===== src/rtl/divrem_unit.sv =====
// divrem_unit -- iterative integer divide / remainder unit for the EX stage.
//
// Executes DIV, DIVU, REM and REMU with a restoring divider that resolves
// BITS_PER_CYCLE quotient bits per clock. Divide-by-zero and signed overflow
// skip the iteration and finish one cycle after the start.
//
// Ports:
//   iCLK     pipeline clock
//   iRST     synchronous active-high reset
//   iStart   DivRem instruction present in EX (level, held while stalled)
//   iFlush   abort the current operation
//   iOp      funct3[1:0]: 00 DIV, 01 DIVU, 10 REM, 11 REMU
//   iA, iB   dividend / divisor
//   oResult  quotient or remainder (registered, held until next completion)
//   oReady   single-cycle completion pulse
//   oBusy    iteration in progress
module divrem_unit #(
  parameter int WIDTH          = 32,
  parameter int BITS_PER_CYCLE = 1
) (
  input  logic             iCLK,
  input  logic             iRST,
  input  logic             iStart,
  input  logic             iFlush,
  input  logic [1:0]       iOp,
  input  logic [WIDTH-1:0] iA,
  input  logic [WIDTH-1:0] iB,
  output logic [WIDTH-1:0] oResult,
  output logic             oReady,
  output logic             oBusy
);

  localparam int STEPS = WIDTH / BITS_PER_CYCLE;
  localparam int CW    = $clog2(STEPS + 1);
  localparam logic [CW-1:0]    STEPS_C = CW'(STEPS);
  localparam logic [CW-1:0]    ONE_C   = CW'(1);
  localparam logic [WIDTH-1:0] MIN_VAL = {1'b1, {(WIDTH-1){1'b0}}};

  localparam logic [1:0] IDLE = 2'd0;
  localparam logic [1:0] CALC = 2'd1;
  localparam logic [1:0] DONE = 2'd2;

  logic [1:0]       stateReg;
  logic [CW-1:0]    cntReg;
  logic [WIDTH-1:0] quoReg;      // dividend bits shift out MSB-first, quotient bits shift in at LSB
  logic [WIDTH-1:0] remReg;
  logic [WIDTH-1:0] divisorReg;
  logic             selRemReg;
  logic             negQReg;
  logic             negRReg;
  logic [WIDTH-1:0] resultReg;
  logic [WIDTH-1:0] prevResultReg; // restored if the completing cycle is flushed

  // Operand decode while IDLE
  logic             isSigned;
  logic             negA;
  logic             negB;
  logic [WIDTH-1:0] magA;
  logic [WIDTH-1:0] magB;
  logic             divZero;
  logic             overflow;
  logic [WIDTH-1:0] specialRes;

  assign isSigned   = ~iOp[0];
  assign negA       = isSigned & iA[WIDTH-1];
  assign negB       = isSigned & iB[WIDTH-1];
  assign magA       = negA ? -iA : iA;
  assign magB       = negB ? -iB : iB;
  assign divZero    = (iB == '0);
  assign overflow   = isSigned & (iA == MIN_VAL) & (iB == '1);
  assign specialRes = iOp[1] ? (divZero ? iA : '0)
                             : (divZero ? '1 : MIN_VAL);

  // One restoring step per generated stage; the stages chain combinationally
  // so a single clock resolves BITS_PER_CYCLE quotient bits.
  for (genvar gi = 0; gi < BITS_PER_CYCLE; gi++) begin : gStep
    logic [WIDTH-1:0] remIn;
    logic [WIDTH-1:0] quoIn;
    logic [WIDTH:0]   partial;
    logic [WIDTH-1:0] diff;
    logic             keep;
    logic [WIDTH-1:0] remOut;
    logic [WIDTH-1:0] quoOut;

    if (gi == 0) begin : gFirst
      assign remIn = remReg;
      assign quoIn = quoReg;
    end else begin : gNext
      assign remIn = gStep[gi-1].remOut;
      assign quoIn = gStep[gi-1].quoOut;
    end

    assign partial = {remIn, quoIn[WIDTH-1]};
    assign keep    = (partial >= {1'b0, divisorReg});
    // When keep is set the difference is below the divisor, so WIDTH bits hold it.
    assign diff    = partial[WIDTH-1:0] - divisorReg;
    assign remOut  = keep ? diff : partial[WIDTH-1:0];
    assign quoOut  = {quoIn[WIDTH-2:0], keep};
  end

  logic [WIDTH-1:0] finalQ;
  logic [WIDTH-1:0] finalR;
  logic [WIDTH-1:0] calcRes;

  assign finalQ  = gStep[BITS_PER_CYCLE-1].quoOut;
  assign finalR  = gStep[BITS_PER_CYCLE-1].remOut;
  assign calcRes = selRemReg ? (negRReg ? -finalR : finalR)
                             : (negQReg ? -finalQ : finalQ);

  always_ff @(posedge iCLK) begin
    if (iRST) begin
      stateReg      <= IDLE;
      cntReg        <= '0;
      quoReg        <= '0;
      remReg        <= '0;
      divisorReg    <= '0;
      selRemReg     <= 1'b0;
      negQReg       <= 1'b0;
      negRReg       <= 1'b0;
      resultReg     <= '0;
      prevResultReg <= '0;
    end else begin
      case (stateReg)
        IDLE: begin
          if (iStart && !iFlush) begin
            selRemReg  <= iOp[1];
            negQReg    <= negA ^ negB;
            negRReg    <= negA;
            quoReg     <= magA;
            divisorReg <= magB;
            remReg     <= '0;
            cntReg     <= STEPS_C;
            if (divZero || overflow) begin
              prevResultReg <= resultReg;
              resultReg     <= specialRes;
              stateReg      <= DONE;
            end else begin
              stateReg <= CALC;
            end
          end
        end
        CALC: begin
          if (iFlush) begin
            stateReg <= IDLE;
          end else begin
            remReg <= finalR;
            quoReg <= finalQ;
            cntReg <= cntReg - ONE_C;
            if (cntReg == ONE_C) begin
              // Result is registered on the last iteration so it is stable in DONE.
              prevResultReg <= resultReg;
              resultReg     <= calcRes;
              stateReg      <= DONE;
            end
          end
        end
        DONE: begin
          stateReg <= IDLE;
          if (iFlush) begin
            resultReg <= prevResultReg;
          end
        end
        default: stateReg <= IDLE;
      endcase
    end
  end

  assign oReady  = (stateReg == DONE) & ~iFlush;
  assign oBusy   = (stateReg == CALC);
  assign oResult = resultReg;

endmodule


===== config.mk =====
export PLATFORM = sky130hd
export DESIGN_NAME = divrem_unit
export DESIGN_NICKNAME = d
export VERILOG_FILES = /design/src/rtl/divrem_unit.sv
export SDC_FILE = /design/constraint.sdc
export NUM_CORES = 1
export LEC_CHECK = 0
export ABC_AREA = 0
export CORE_ASPECT_RATIO = 1.75
export CORE_MARGIN = 4
export CORE_UTILIZATION = 50
export DETAILED_ROUTE_END_ITERATION = 12
export PLACE_DENSITY = 0.8
export SYNTH_ARGS = -nofsm -noshare
export SYNTH_HDL_FRONTEND = slang
export SYNTH_SLANG_ARGS = --single-unit

===== constraint.sdc =====
create_clock -name iCLK -period 10.7 [get_ports iCLK]
set_input_delay 2.14 -clock iCLK [delete_from_list [all_inputs] [get_ports iCLK]]
set_output_delay 2.14 -clock iCLK [all_outputs]
set_load 0.05 [all_outputs]

=== After elaboration in Yosys (flattened, before gate mapping) ===
Index checks and enable logic that the tools add are counted.

* Flip-flop bits (word level): 171
* Input port bits: 70
* Output and inout bits: 34

* Add/subtract/negate cells: 6
* Magnitude comparators: 1
* Equality and inequality tests: 11
* Muxes and demuxes: 34
* Bitwise logic cells: 8
* Reductions and logical operators: 12

{| class="wikitable"
|+ Operator list
! cell !! count
|-
| 32-bit 2-to-1 mux || 21
|-
| 32-bit one-hot mux with 2 select lines || 3
|-
| 32-bit negator || 4
|-
| 32-bit one-hot mux with 3 select lines || 1
|-
| 32-bit == test (second input constant) || 2
|-
| 33-bit by 32-bit greater-or-equal comparator with 1-bit output || 1
|-
| 32-bit zero test || 1
|-
| 32-bit subtractor || 1
|-
| 31-bit 2-to-1 mux || 1
|-
| 6-bit 2-to-1 mux || 2
|-
| 6-bit one-hot mux with 2 select lines || 1
|-
| 2-bit 2-to-1 mux || 4
|-
| 2-bit != test (second input constant) || 4
|-
| 6-bit by 1-bit == test with 1-bit output (second input constant) || 1
|-
| 6-bit AND reduction || 1
|-
| 6-bit by 1-bit subtractor with 6-bit output (second input constant) || 1
|-
| 1-bit AND || 5
|-
| 5-bit AND reduction || 1
|-
| 2-bit one-hot mux with 2 select lines || 1
|-
| 2-bit AND reduction || 2
|-
| 3-bit by 2-bit != test with 1-bit output (second input constant) || 1
|-
| 3-bit AND reduction || 1
|-
| 3-bit nonzero test || 1
|-
| 2-bit by 1-bit == test with 1-bit output (second input constant) || 1
|-
| other kinds (9) || 10
|}

=== Depth between registers and ports, before layout ===
Gate-level depths: netlist (run 1).

* Depth after elaboration: 8
* Depth in mapped cells: 25
* Depth with buffers taken out: 21

=== Least setup slack after synthesis (run 1) ===
OpenSTA, ideal clock, no wires.

* Kind: register to register
* Start point: register remReg[9] (netlist: gStep[0].remIn[9])
* End point: register resultReg[28] (netlist: oResult[28])
* Library setup time: 121 ps
* Arrival: 5188 ps
* Path slack: 5391 ps
* Stages on the path, launching flop included: 25
* Path buffers: 4
* Clock period less this slack: 5309 ps
* Cells stage by stage: dfxtp_1 > ha_1 > clkbuf_1 > nand4_1 > or4_1 > nor3_1 > a2111oi_0 > o21a_1 > nand2_4 > inv_2 > buf_2 > buf_2 > buf_1 > ha_1 > or3b_2 > nor3_1 > nand3_1 > or4_1 > o21ai_0 > xor2_1 > a21oi_1 > o221ai_1 > a31oi_1 > a21oi_1 > nand3_1

* Longest elaborated chain between the ends: 8

{| class="wikitable"
|+ RTL lines
! what !! line !! source
|-
| start, declared || 46 || <nowiki>logic [WIDTH-1:0] remReg;</nowiki>
|-
| start signal, assigned || 146 || <nowiki>remReg <= finalR;</nowiki>
|-
| 32-bit subtractor / 33-bit by 32-bit greater-or-equal comparator with 1-bit output (equally long branches) || 96, 94 ||
|-
| 32-bit 2-to-1 mux || 97 || <nowiki>assign remOut = keep ? diff : partial[WIDTH-1:0];</nowiki>
|-
| 32-bit negator || 107 || <nowiki>assign calcRes = selRemReg ? (negRReg ? -finalR : finalR)</nowiki>
|-
| 32-bit 2-to-1 mux || 107 ||
|-
| 32-bit 2-to-1 mux (*) || 107 ||
|-
| 32-bit 2-to-1 mux (*) || 149 || <nowiki>if (cntReg == ONE_C) begin</nowiki>
|-
| 32-bit 2-to-1 mux (*) || 143 || <nowiki>if (iFlush) begin</nowiki>
|-
| 32-bit one-hot mux with 3 select lines (*) || 123 || <nowiki>case (stateReg)</nowiki>
|-
| end signal, assigned || 135 || <nowiki>resultReg <= specialRes;</nowiki>
|-
| end signal, assigned || 152 || <nowiki>resultReg <= calcRes;</nowiki>
|-
| end signal, assigned || 160 || <nowiki>resultReg <= prevResultReg;</nowiki>
|-
| end, declared || 51 || <nowiki>logic [WIDTH-1:0] resultReg;</nowiki>
|}

Mark *: on every way between the ends. The rest lies on a longest branch, timed or not. The select of a mux whose other input is x is not followed.
A chain may end at the register's enable or synchronous reset.

=== Final worst setup path (run 1) ===
Same ends and word-level chain as after synthesis.

==> impl_results.html, run 1 <==
<table>
<tr><th>Metric</th><th>Value</th></tr>
<tr><th colspan="2">Final layout</th></tr>
<tr><td>Diode insertion count for antenna repair</td><td>0</td></tr>
<tr><td>Final cell count without fillers</td><td>2140</td></tr>
<tr><td>Nets@finish</td><td>1924</td></tr>
<tr><td>Proportion of layout cells with a drive suffix above 1</td><td>6.140%</td></tr>
<tr><td>Leading cell type in the layout, fill and taps excluded</td><td>nand2_1</td></tr>
<tr><td>Commonest non-fill, non-tap cells in the layout</td><td>nand2_1, nor2_1, dfxtp_1</td></tr>
<tr><td>Area grow syn2layout</td><td>12.79%</td></tr>
<tr><td>Core Util, Final</td><td>57.58%</td></tr>
<tr><th colspan="2">Route</th></tr>
<tr><td>DRC violation total after the first TritonRoute iteration</td><td>1622</td></tr>
<tr><td>Number of iterations in the first detailed-routing pass</td><td>10</td></tr>
<tr><td>Met3 Routed Length</td><td>3.254 mm</td></tr>
<tr><td>Overall via count from detail_route</td><td>14110</td></tr>
<tr><td>Remaining antenna violation count after routing</td><td>0</td></tr>
<tr><td>Via density per instance</td><td>6.593</td></tr>
<tr><td>Final wirelength</td><td>46.57 mm</td></tr>
<tr><td>Number of remaining DRC errors</td><td>0</td></tr>
<tr><td>Length of routed met2 wiring</td><td>23.41 mm</td></tr>
<tr><td>DR WL/cell</td><td>21.76 um</td></tr>
<tr><td>Routed length on met1</td><td>16.08 mm</td></tr>
<tr><td>Uppermost layer routed</td><td>met4</td></tr>
<tr><th colspan="2">Critical path</th></tr>
<tr><td>Dominant cell type by count on the critical path</td><td>a21oi_1</td></tr>
<tr><td>Kind of start point of the critical path</td><td>register</td></tr>
<tr><td>Biggest fanout along the worst timing path</td><td>53</td></tr>
<tr><td>WP buf/inv</td><td>1</td></tr>
<tr><td>Sequence of cells on the critical path</td><td>ha_1, a21oi_1, o21ai_1, nor3_1, a21oi_1, o211ai_1, nand2_4, inv_2, ha_1, or3b_2, nor3_1, nand3_1, or4_1, o21ai_0, xor2_1, a21oi_1, o221ai_1, a31oi_1, a21oi_1, nand3_1</td></tr>
<tr><td>Peak per-stage delay on the critical path</td><td>0.88 ns</td></tr>
<tr><td>Worst-path cell with the longest stage delay</td><td>o211ai_1</td></tr>
<tr><td>Category of the most critical setup path</td><td>register to register</td></tr>
<tr><td>Kind of cell adding the most delay to the critical path</td><td>simple AND/OR/NAND/NOR gates</td></tr>
<tr><td>Required time of the critical path</td><td>11.04 ns</td></tr>
<tr><td>Arrival time of the worst setup path</td><td>7.46 ns</td></tr>
<tr><td>Category of the worst setup path capture point</td><td>register</td></tr>
<tr><th colspan="2">STA</th></tr>
<tr><td>Maximum clock frequency</td><td>0.1405 GHz</td></tr>
<tr><td>Period minus WS final</td><td>7.116 ns</td></tr>
<tr><td>Slew of the pin with the lowest slew margin</td><td>1.271 ns</td></tr>
<tr><td>Worst slew slack as a fraction of its limit</td><td>15.30%</td></tr>
<tr><td>Share of the clock period used by the worst path</td><td>66.51%</td></tr>
<tr><td>Worst setup slack after layout</td><td>3.584 ns</td></tr>
<tr><td>Number of pins exceeding their max-slew limit in the final report</td><td>0</td></tr>
<tr><td>Number of endpoints with negative hold slack in the final report</td><td>0</td></tr>
<tr><td>Setup Skew</td><td>0.01036 ns</td></tr>
<tr><td>Sum of negative setup slack</td><td>0 ns</td></tr>
<tr><td>Final setup violating endpoints</td><td>0</td></tr>
<tr><td>Unrepaired setup endpoints after global routing</td><td>no</td></tr>
<tr><th colspan="2">Clock network</th></tr>
<tr><td>Number of hold-repair buffers added at the cts stage</td><td>0</td></tr>
<tr><td>Largest buffer count on any clock path</td><td>2</td></tr>
<tr><td>CTS clk-pin slew, worst paths</td><td>0.07 ns</td></tr>
<tr><td>H-tree levels</td><td>4</td></tr>
<tr><td>Clock network latency to the later pin of the worst-skew pair</td><td>0.46 ns</td></tr>
<tr><td>Root buffer cell</td><td>clkbuf_16</td></tr>
<tr><td>Clock net sink count</td><td>171</td></tr>
<tr><td>Post-CTS Setup Repair Bufs</td><td>0</td></tr>
<tr><td>TritonCTS clock tree</td><td>built</td></tr>
<tr><td>Inserted Clock Buffers</td><td>17</td></tr>
<tr><td>Cells resized by post-CTS repair</td><td>0</td></tr>
<tr><th colspan="2">Placed design</th></tr>
<tr><td>Post-DP HPWL</td><td>34.74 mm</td></tr>
<tr><td>Placed Cells incl. Taps</td><td>2108</td></tr>
<tr><td>Setup slack after placement</td><td>3.803 ns</td></tr>
<tr><td>Final RePlAce weighted congestion</td><td>1.007</td></tr>
<tr><td>Number of buffer cells added on primary ports</td><td>103</td></tr>
<tr><th colspan="2">Logic synthesis</th></tr>
<tr><td>FFs w/ async S/R, synth</td><td>0%</td></tr>
<tr><td>Share of Yosys cell area claimed by the top area cell type</td><td>26.37%</td></tr>
<tr><td>Number of synthesized register bits</td><td>171</td></tr>
<tr><td>Post-Synthesis Net Count</td><td>1903</td></tr>
<tr><td>Gate Count Post-Synth</td><td>1790</td></tr>
<tr><td>Synth area leader</td><td>dfxtp_1</td></tr>
<tr><td>Cell variety after synth</td><td>93</td></tr>
<tr><td>Syn Std Cell Area</td><td>0.01298 mm^2</td></tr>
<tr><td>Yosys warns</td><td>0</td></tr>
<tr><td>Number of flops mapped to enable cells by yosys</td><td>0</td></tr>
<tr><td>Top_reg_cell synth</td><td>dfxtp_1</td></tr>
<tr><td>Mean cell area of the mapped netlist</td><td>7.253 um^2</td></tr>
<tr><td>Sequential area share after synthesis</td><td>26.37%</td></tr>
<tr><td>Top area cells in the synthesized netlist</td><td>dfxtp_1, nand2_1, a21oi_1</td></tr>
<tr><th colspan="2">Power and ir drop</th></tr>
<tr><td>Switch Pwr</td><td>770.3 uW</td></tr>
<tr><td>Worst vdd rail ir drop</td><td>0.0001323 V</td></tr>
<tr><td>Sequential fraction of design power</td><td>34.7%</td></tr>
<tr><td>Combinational cell fraction of total power</td><td>33.1%</td></tr>
<tr><td>Reported leakage power</td><td>5.209 nW</td></tr>
<tr><td>Design internal power</td><td>1.226 mW</td></tr>
<tr><td>Power share of the clock group</td><td>32.2%</td></tr>
<tr><td>Sw Ratio</td><td>38.59%</td></tr>
<tr><td>Pwr dens</td><td>136.3 mW/mm^2</td></tr>
<tr><th colspan="2">Global routing</th></tr>
<tr><td>Maximum number of pins on one net before global-route repair</td><td>98</td></tr>
<tr><td>Global routing usage summed across all routing layers</td><td>31.62%</td></tr>
<tr><td>Via count of the first global-routing pass</td><td>13310</td></tr>
<tr><td>Global-route wire length before repair</td><td>72.06 mm</td></tr>
<tr><td>Total global routing overflow</td><td>0</td></tr>
<tr><td>Initial antenna violation count</td><td>0</td></tr>
<tr><th colspan="2">Die</th></tr>
<tr><td>Row Count</td><td>77</td></tr>
<tr><td>Starting density of the core</td><td>51.05%</td></tr>
<tr><td>I/O pin count</td><td>104</td></tr>
<tr><td>Core region area</td><td>0.02543 mm^2</td></tr>
<tr><td>Die area</td><td>0.02871 mm^2</td></tr>
<tr><td>Die Ht</td><td>221.2 um</td></tr>
<tr><td>Die W</td><td>129.8 um</td></tr>
<tr><th colspan="2">Run</th></tr>
<tr><td>Max_cap viols</td><td>0</td></tr>
<tr><th colspan="2">Run status</th></tr>
<tr><td>Outcome</td><td>complete, no violations</td></tr>
<tr><th colspan="2">Min path</th></tr>
<tr><td>Path type of the worst min-delay path</td><td>register to register</td></tr>
</table>
==> stage by stage <==
step / total power [mW] / hold WS [ns] / instance area (um^2)
2_1_floorplan: 1.146 / 0.4319 / 12980
3_3_place_gp: 1.340 / 0.4420 / 14050
3_5_place_dp: 1.347 / 0.4481 / 14050
4_1_cts: 1.982 / 0.4579 / 14640
5_1_grt: 2.072 / 0.4715 / 14640
6_report: 1.996 / 0.4586 / 14640
==> power by group through the flow <==
stage	Sequential (mW)	Combinational [mW]	Clock [mW]
6_report	0.692	0.662	0.642
5_1_grt	0.696	0.707	0.669
4_1_cts	0.691	0.645	0.645
3_5_place_dp	0.706	0.641	0
3_3_place_gp	0.705	0.635	0
2_1_floorplan	0.712	0.434	0
==> final timing paths <==
check,from,end,slack [ns],cells after the start
min reg2reg,divisorReg[31],divisorReg[31],0.46,2
max,gStep[0].remIn[9],oResult[28],3.58,20
max reg2reg,gStep[0].remIn[9],oResult[28],3.58,20
min,divisorReg[31],divisorReg[31],0.46,2
==> sequential cells by signal, indices dropped and copies added, names as in the netlist <==
name,flops
divisorReg,32
selRemReg,1
negQReg,1
gStep.remIn,32
stateReg,2
prevResultReg,32
oResult,32
negRReg,1
cntReg,6
gStep.quoIn,32
==> per-layer routing <==
layer / track usage, % / vias to the layer above
li1: - / 6570
met1: 34.27 / 6550
met2: 54.96 / 794
met3: 4.271 / 196
met4: 22.72 / 0
met5: 0 / -
==> cell usage after synthesis, types with 17 or more instances <==
library cell / count
nand2_1: 261
nor2_1: 190
dfxtp_1: 171
a21oi_1: 160
o21ai_0: 118
clkbuf_1: 96
inv_1: 63
xnor2_1: 62
xor2_1: 58
ha_1: 42
a211oi_1: 41
nand3_1: 41
nor3_1: 39
a22oi_1: 28
o31ai_1: 27
nand4_1: 25
nor4_1: 22
o211ai_1: 20
a222oi_1: 19
or3_1: 19
o41ai_1: 17
or4_1: 17
==> cell type report <==
class | instances | area, um^2
clock buffers | 18 | 439.2
clock inverters | 14 | 151.4
fillers | 2445 | 10790
inverters | 66 | 247.7
multi-input cells | 1434 | 8823
flip-flops and latches | 171 | 3423
well taps | 316 | 395.4
repair buffers | 121 | 1164
==> cells by family after synthesis <==
group                      Yosys count  share of synthesized area (%)
and+or+nand+nor                    691                          24.94
buffers and inverters              185                          5.878
DFF                                171                          26.37
xor gates and xnor gates           120                          8.095
muxes                               20                          2.091
AOI/OAI and AO/OA                  560                          28.43
adders and majority gates           43                          4.202
==> worst min-delay path: cells and delay by family (launching register included) <==
family,cells,cell delay [ns]
compound gates,1,0.05
flops,1,0.31
simple gates,1,0.05
(Power assumes the default switching activity.)
==> run 2: changes to the inputs <==
- clock period: 10.7 -> 7.2 ns (I/O delays scaled with it)
==> impl_results.html, run 2 (synthesis results as in run 1) <==
<table>
<tr><th>Metric</th><th>Value</th></tr>
<tr><th colspan="2">Run status</th></tr>
<tr><td>Outcome</td><td>complete, no violations (unchanged)</td></tr>
<tr><th colspan="2">Power and ir drop</th></tr>
<tr><td>Total Power</td><td>2.948 mW (was 1.996 mW)</td></tr>
<tr><td>Power share of the clock group</td><td>31.8% (was 32.2%)</td></tr>
<tr><td>Pwr dens</td><td>201.0 mW/mm^2 (was 136.3 mW/mm^2)</td></tr>
<tr><td>Sw Ratio</td><td>38.11% (was 38.59%)</td></tr>
<tr><td>Combinational cell fraction of total power</td><td>33.2% (was 33.1%)</td></tr>
<tr><td>Switch Pwr</td><td>1.124 mW (was 770.3 uW)</td></tr>
<tr><td>Design internal power</td><td>1.825 mW (was 1.226 mW)</td></tr>
<tr><td>Reported leakage power</td><td>5.221 nW (was 5.209 nW)</td></tr>
<tr><td>Worst vdd rail ir drop</td><td>0.0001821 V (was 0.0001323 V)</td></tr>
<tr><td>Sequential fraction of design power</td><td>35.0% (was 34.7%)</td></tr>
<tr><th colspan="2">Route</th></tr>
<tr><td>DRC violation total after the first TritonRoute iteration</td><td>1347 (was 1622)</td></tr>
<tr><td>Number of remaining DRC errors</td><td>0 (unchanged)</td></tr>
<tr><td>Final wirelength</td><td>46.45 mm (was 46.57 mm)</td></tr>
<tr><td>Via density per instance</td><td>6.586 (was 6.593)</td></tr>
<tr><td>Remaining antenna violation count after routing</td><td>0 (unchanged)</td></tr>
<tr><td>Overall via count from detail_route</td><td>14120 (was 14110)</td></tr>
<tr><td>Number of iterations in the first detailed-routing pass</td><td>6 (was 10)</td></tr>
<tr><td>DR WL/cell</td><td>21.66 um (was 21.76 um)</td></tr>
<tr><th colspan="2">Final layout</th></tr>
<tr><td>Proportion of layout cells with a drive suffix above 1</td><td>6.291% (was 6.140%)</td></tr>
<tr><td>Area grow syn2layout</td><td>12.96% (was 12.79%)</td></tr>
<tr><td>Leading cell type in the layout, fill and taps excluded</td><td>nand2_1 (unchanged)</td></tr>
<tr><td>Final cell count without fillers</td><td>2144 (was 2140)</td></tr>
<tr><td>Number of filler instances in the final layout</td><td>2403 (was 2445)</td></tr>
<tr><td>Nets@finish</td><td>1928 (was 1924)</td></tr>
<tr><td>Total area of multi-input combinational cells</td><td>0.008821 mm^2 (was 0.008823 mm^2)</td></tr>
<tr><td>Commonest non-fill, non-tap cells in the layout</td><td>nand2_1, nor2_1, dfxtp_1 (unchanged)</td></tr>
<tr><td>Diode insertion count for antenna repair</td><td>0 (unchanged)</td></tr>
<tr><td>Reg area</td><td>0.003423 mm^2 (unchanged)</td></tr>
<tr><th colspan="2">Critical path</th></tr>
<tr><td>Category of the most critical setup path</td><td>register to register (unchanged)</td></tr>
<tr><td>Peak per-stage delay on the critical path</td><td>1.07 ns (was 0.88 ns)</td></tr>
<tr><td>WP buf/inv</td><td>1 (unchanged)</td></tr>
<tr><td>Number of gates on the worst path with buffers counted</td><td>18 (was 20)</td></tr>
<tr><td>Required time of the critical path</td><td>7.58 ns (was 11.04 ns)</td></tr>
<tr><td>Register-to-Register Path Depth</td><td>18 (was 20)</td></tr>
<tr><td>Kind of start point of the critical path</td><td>register (unchanged)</td></tr>
<tr><td>Endpoint of the most critical setup path</td><td>oResult[24] (was oResult[28])</td></tr>
<tr><td>Biggest fanout along the worst timing path</td><td>12 (was 53)</td></tr>
<tr><td>Worst setup startpoint</td><td>gStep[0].remIn[4] (was gStep[0].remIn[9])</td></tr>
<tr><td>Launching point of the worst reg2reg path</td><td>gStep[0].remIn[4] (was gStep[0].remIn[9])</td></tr>
<tr><td>Arrival time of the worst setup path</td><td>6.62 ns (was 7.46 ns)</td></tr>
<tr><td>Kind of cell adding the most delay to the critical path</td><td>compound AO/OA/AOI/OAI gates (was simple AND/OR/NAND/NOR gates)</td></tr>
<tr><td>Reg2reg end</td><td>oResult[24] (was oResult[28])</td></tr>
<tr><td>Worst-path cell with the longest stage delay</td><td>a2111oi_0 (was o211ai_1)</td></tr>
<tr><td>Category of the worst setup path capture point</td><td>register (unchanged)</td></tr>
<tr><td>Sequence of cells on the critical path</td><td>ha_1, nand4_1, or4_1, nor3_1, a2111oi_0, o21a_1, nand2_4, inv_2, ha_1, or3b_2, nor3_1, nand3_1, or4_1, o41ai_1, xor2_1, a221oi_1, o221ai_1, o21ai_0 (was ha_1, a21oi_1, o21ai_1, nor3_1, a21oi_1, o211ai_1, nand2_4, inv_2, ha_1, or3b_2, nor3_1, nand3_1, or4_1, o21ai_0, xor2_1, a21oi_1, o221ai_1, a31oi_1, a21oi_1, nand3_1)</td></tr>
<tr><td>Worst-case register-to-register setup slack</td><td>0.96 ns (was 3.58 ns)</td></tr>
<tr><th colspan="2">Clock network</th></tr>
<tr><td>H-tree levels</td><td>4 (unchanged)</td></tr>
<tr><td>Number of hold-repair buffers added at the cts stage</td><td>0 (unchanged)</td></tr>
<tr><td>Cells resized by post-CTS repair</td><td>0 (unchanged)</td></tr>
<tr><td>Root buffer cell</td><td>clkbuf_16 (unchanged)</td></tr>
<tr><td>CTS clk-pin slew, worst paths</td><td>0.07 ns (about the same)</td></tr>
<tr><td>Clock network latency to the later pin of the worst-skew pair</td><td>0.45 ns (was 0.46 ns)</td></tr>
<tr><td>Post-CTS Setup Repair Bufs</td><td>0 (unchanged)</td></tr>
<tr><td>Inserted Clock Buffers</td><td>17 (unchanged)</td></tr>
<tr><td>TritonCTS clock tree</td><td>built (unchanged)</td></tr>
<tr><td>Clock net sink count</td><td>171 (unchanged)</td></tr>
<tr><td>Largest buffer count on any clock path</td><td>2 (unchanged)</td></tr>
<tr><th colspan="2">Die</th></tr>
<tr><td>Die Ht</td><td>221.2 um (unchanged)</td></tr>
<tr><td>Row Count</td><td>77 (unchanged)</td></tr>
<tr><td>Core region area</td><td>0.02543 mm^2 (unchanged)</td></tr>
<tr><td>Starting density of the core</td><td>51.05% (unchanged)</td></tr>
<tr><td>Die W</td><td>129.8 um (unchanged)</td></tr>
<tr><td>Die area</td><td>0.02871 mm^2 (unchanged)</td></tr>
<tr><td>I/O pin count</td><td>104 (unchanged)</td></tr>
<tr><th colspan="2">STA</th></tr>
<tr><td>Period minus WS final</td><td>6.238 ns (was 7.116 ns)</td></tr>
<tr><td>Setup Skew</td><td>0.01118 ns (was 0.01036 ns)</td></tr>
<tr><td>Slew of the pin with the lowest slew margin</td><td>1.252 ns (was 1.271 ns)</td></tr>
<tr><td>Unrepaired setup endpoints after global routing</td><td>no (unchanged)</td></tr>
<tr><td>Number of endpoints with negative hold slack in the final report</td><td>0 (unchanged)</td></tr>
<tr><td>Number of pins exceeding their max-slew limit in the final report</td><td>0 (unchanged)</td></tr>
<tr><td>Sum of negative setup slack</td><td>0 ns (unchanged)</td></tr>
<tr><td>Worst slew slack as a fraction of its limit</td><td>14.40% (was 15.30%)</td></tr>
<tr><td>Share of the clock period used by the worst path</td><td>86.64% (was 66.51%)</td></tr>
<tr><td>Final setup violating endpoints</td><td>0 (unchanged)</td></tr>
<tr><td>Maximum clock frequency</td><td>0.1603 GHz (was 0.1405 GHz)</td></tr>
<tr><th colspan="2">Global routing</th></tr>
<tr><td>Global-route wire length before repair</td><td>71.95 mm (was 72.06 mm)</td></tr>
<tr><td>Initial antenna violation count</td><td>0 (unchanged)</td></tr>
<tr><td>Maximum number of pins on one net before global-route repair</td><td>89 (was 98)</td></tr>
<tr><td>Global routing usage summed across all routing layers</td><td>31.55% (was 31.62%)</td></tr>
<tr><td>Via count of the first global-routing pass</td><td>13450 (was 13310)</td></tr>
<tr><td>Total global routing overflow</td><td>0 (unchanged)</td></tr>
<tr><th colspan="2">Run</th></tr>
<tr><td>Max_cap viols</td><td>0 (unchanged)</td></tr>
<tr><th colspan="2">Placed design</th></tr>
<tr><td>Number of buffer cells added on primary ports</td><td>103 (unchanged)</td></tr>
<tr><td>Post-DP HPWL</td><td>34.63 mm (was 34.74 mm)</td></tr>
<tr><td>Final RePlAce weighted congestion</td><td>0.9981 (was 1.007)</td></tr>
<tr><td>Placed Cells incl. Taps</td><td>2112 (was 2108)</td></tr>
<tr><th colspan="2">Min path</th></tr>
<tr><td>Path type of the worst min-delay path</td><td>register to register (unchanged)</td></tr>
</table>
[run 2: cell types whose count changed in the layout (fill, tap and decap cells not counted), sizes merged]
cell      change
buf           +4
clkbuf        +1
clkinvlp      +1
clkinv        +2
inv           -4
[run 2: area by class of cell]
class | instances | area share, %
multi-input cells | 1434 | 60.14
clock buffers | 19 | 3.088
well taps | 316 | 2.696
flip-flops and latches | 171 | 23.34
clock inverters | 13 | 0.9043
inverters | 66 | 1.689
repair buffers | 125 | 8.138
[run 2: how the worst min path moves through the flow]
stage | endpoint | start | depth (start not counted) | slack (ns)
global placement | divisorReg[31] | divisorReg[31] | 2 | 0.44
finish | prevResultReg[21] | prevResultReg[21] | 2 | 0.46
detailed placement | prevResultReg[5] | prevResultReg[5] | 2 | 0.45
global route | prevResultReg[5] | prevResultReg[5] | 2 | 0.47
floorplan | divisorReg[22] | divisorReg[22] | 2 | 0.43
CTS | prevResultReg[5] | prevResultReg[5] | 2 | 0.46
[run 2: per-stage QoR]
step / util [%] / setup WS [ns] / area [um^2] / hold WS (ns)
floorplan: - / 1.891 / 12980 / 0.4319
global placement: 55.36 / 1.351 / 14080 / 0.4408
detailed placement: 55.36 / 1.221 / 14080 / 0.4467
CTS: 57.66 / 1.164 / 14670 / 0.4565
global route: 57.66 / 0.8254 / 14670 / 0.4736
finish: 57.66 / 0.9620 / 14670 / 0.4570
[run 2: layer usage]
metal,share of wire [%],track usage [%]
met1,35,33.83
met4,8.6,24.26
met2,50,54.09
met5,0,0
met3,6.6,4.778
[run 2: power by group through the flow]
stage / sequential, mW / combinational [mW] / clock [mW]
finish: 1.03 / 0.980 / 0.938
CTS: 1.03 / 0.955 / 0.943
global placement: 1.05 / 0.937 / 0
detailed placement: 1.05 / 0.947 / 0
global route: 1.04 / 1.05 / 0.981
floorplan: 1.06 / 0.645 / 0
[run 2: tightest hold or removal path, stage by stage (launching register included)]
cell     delay (ns)
dfxtp_1        0.31
nand2_1        0.05
a21oi_1        0.05
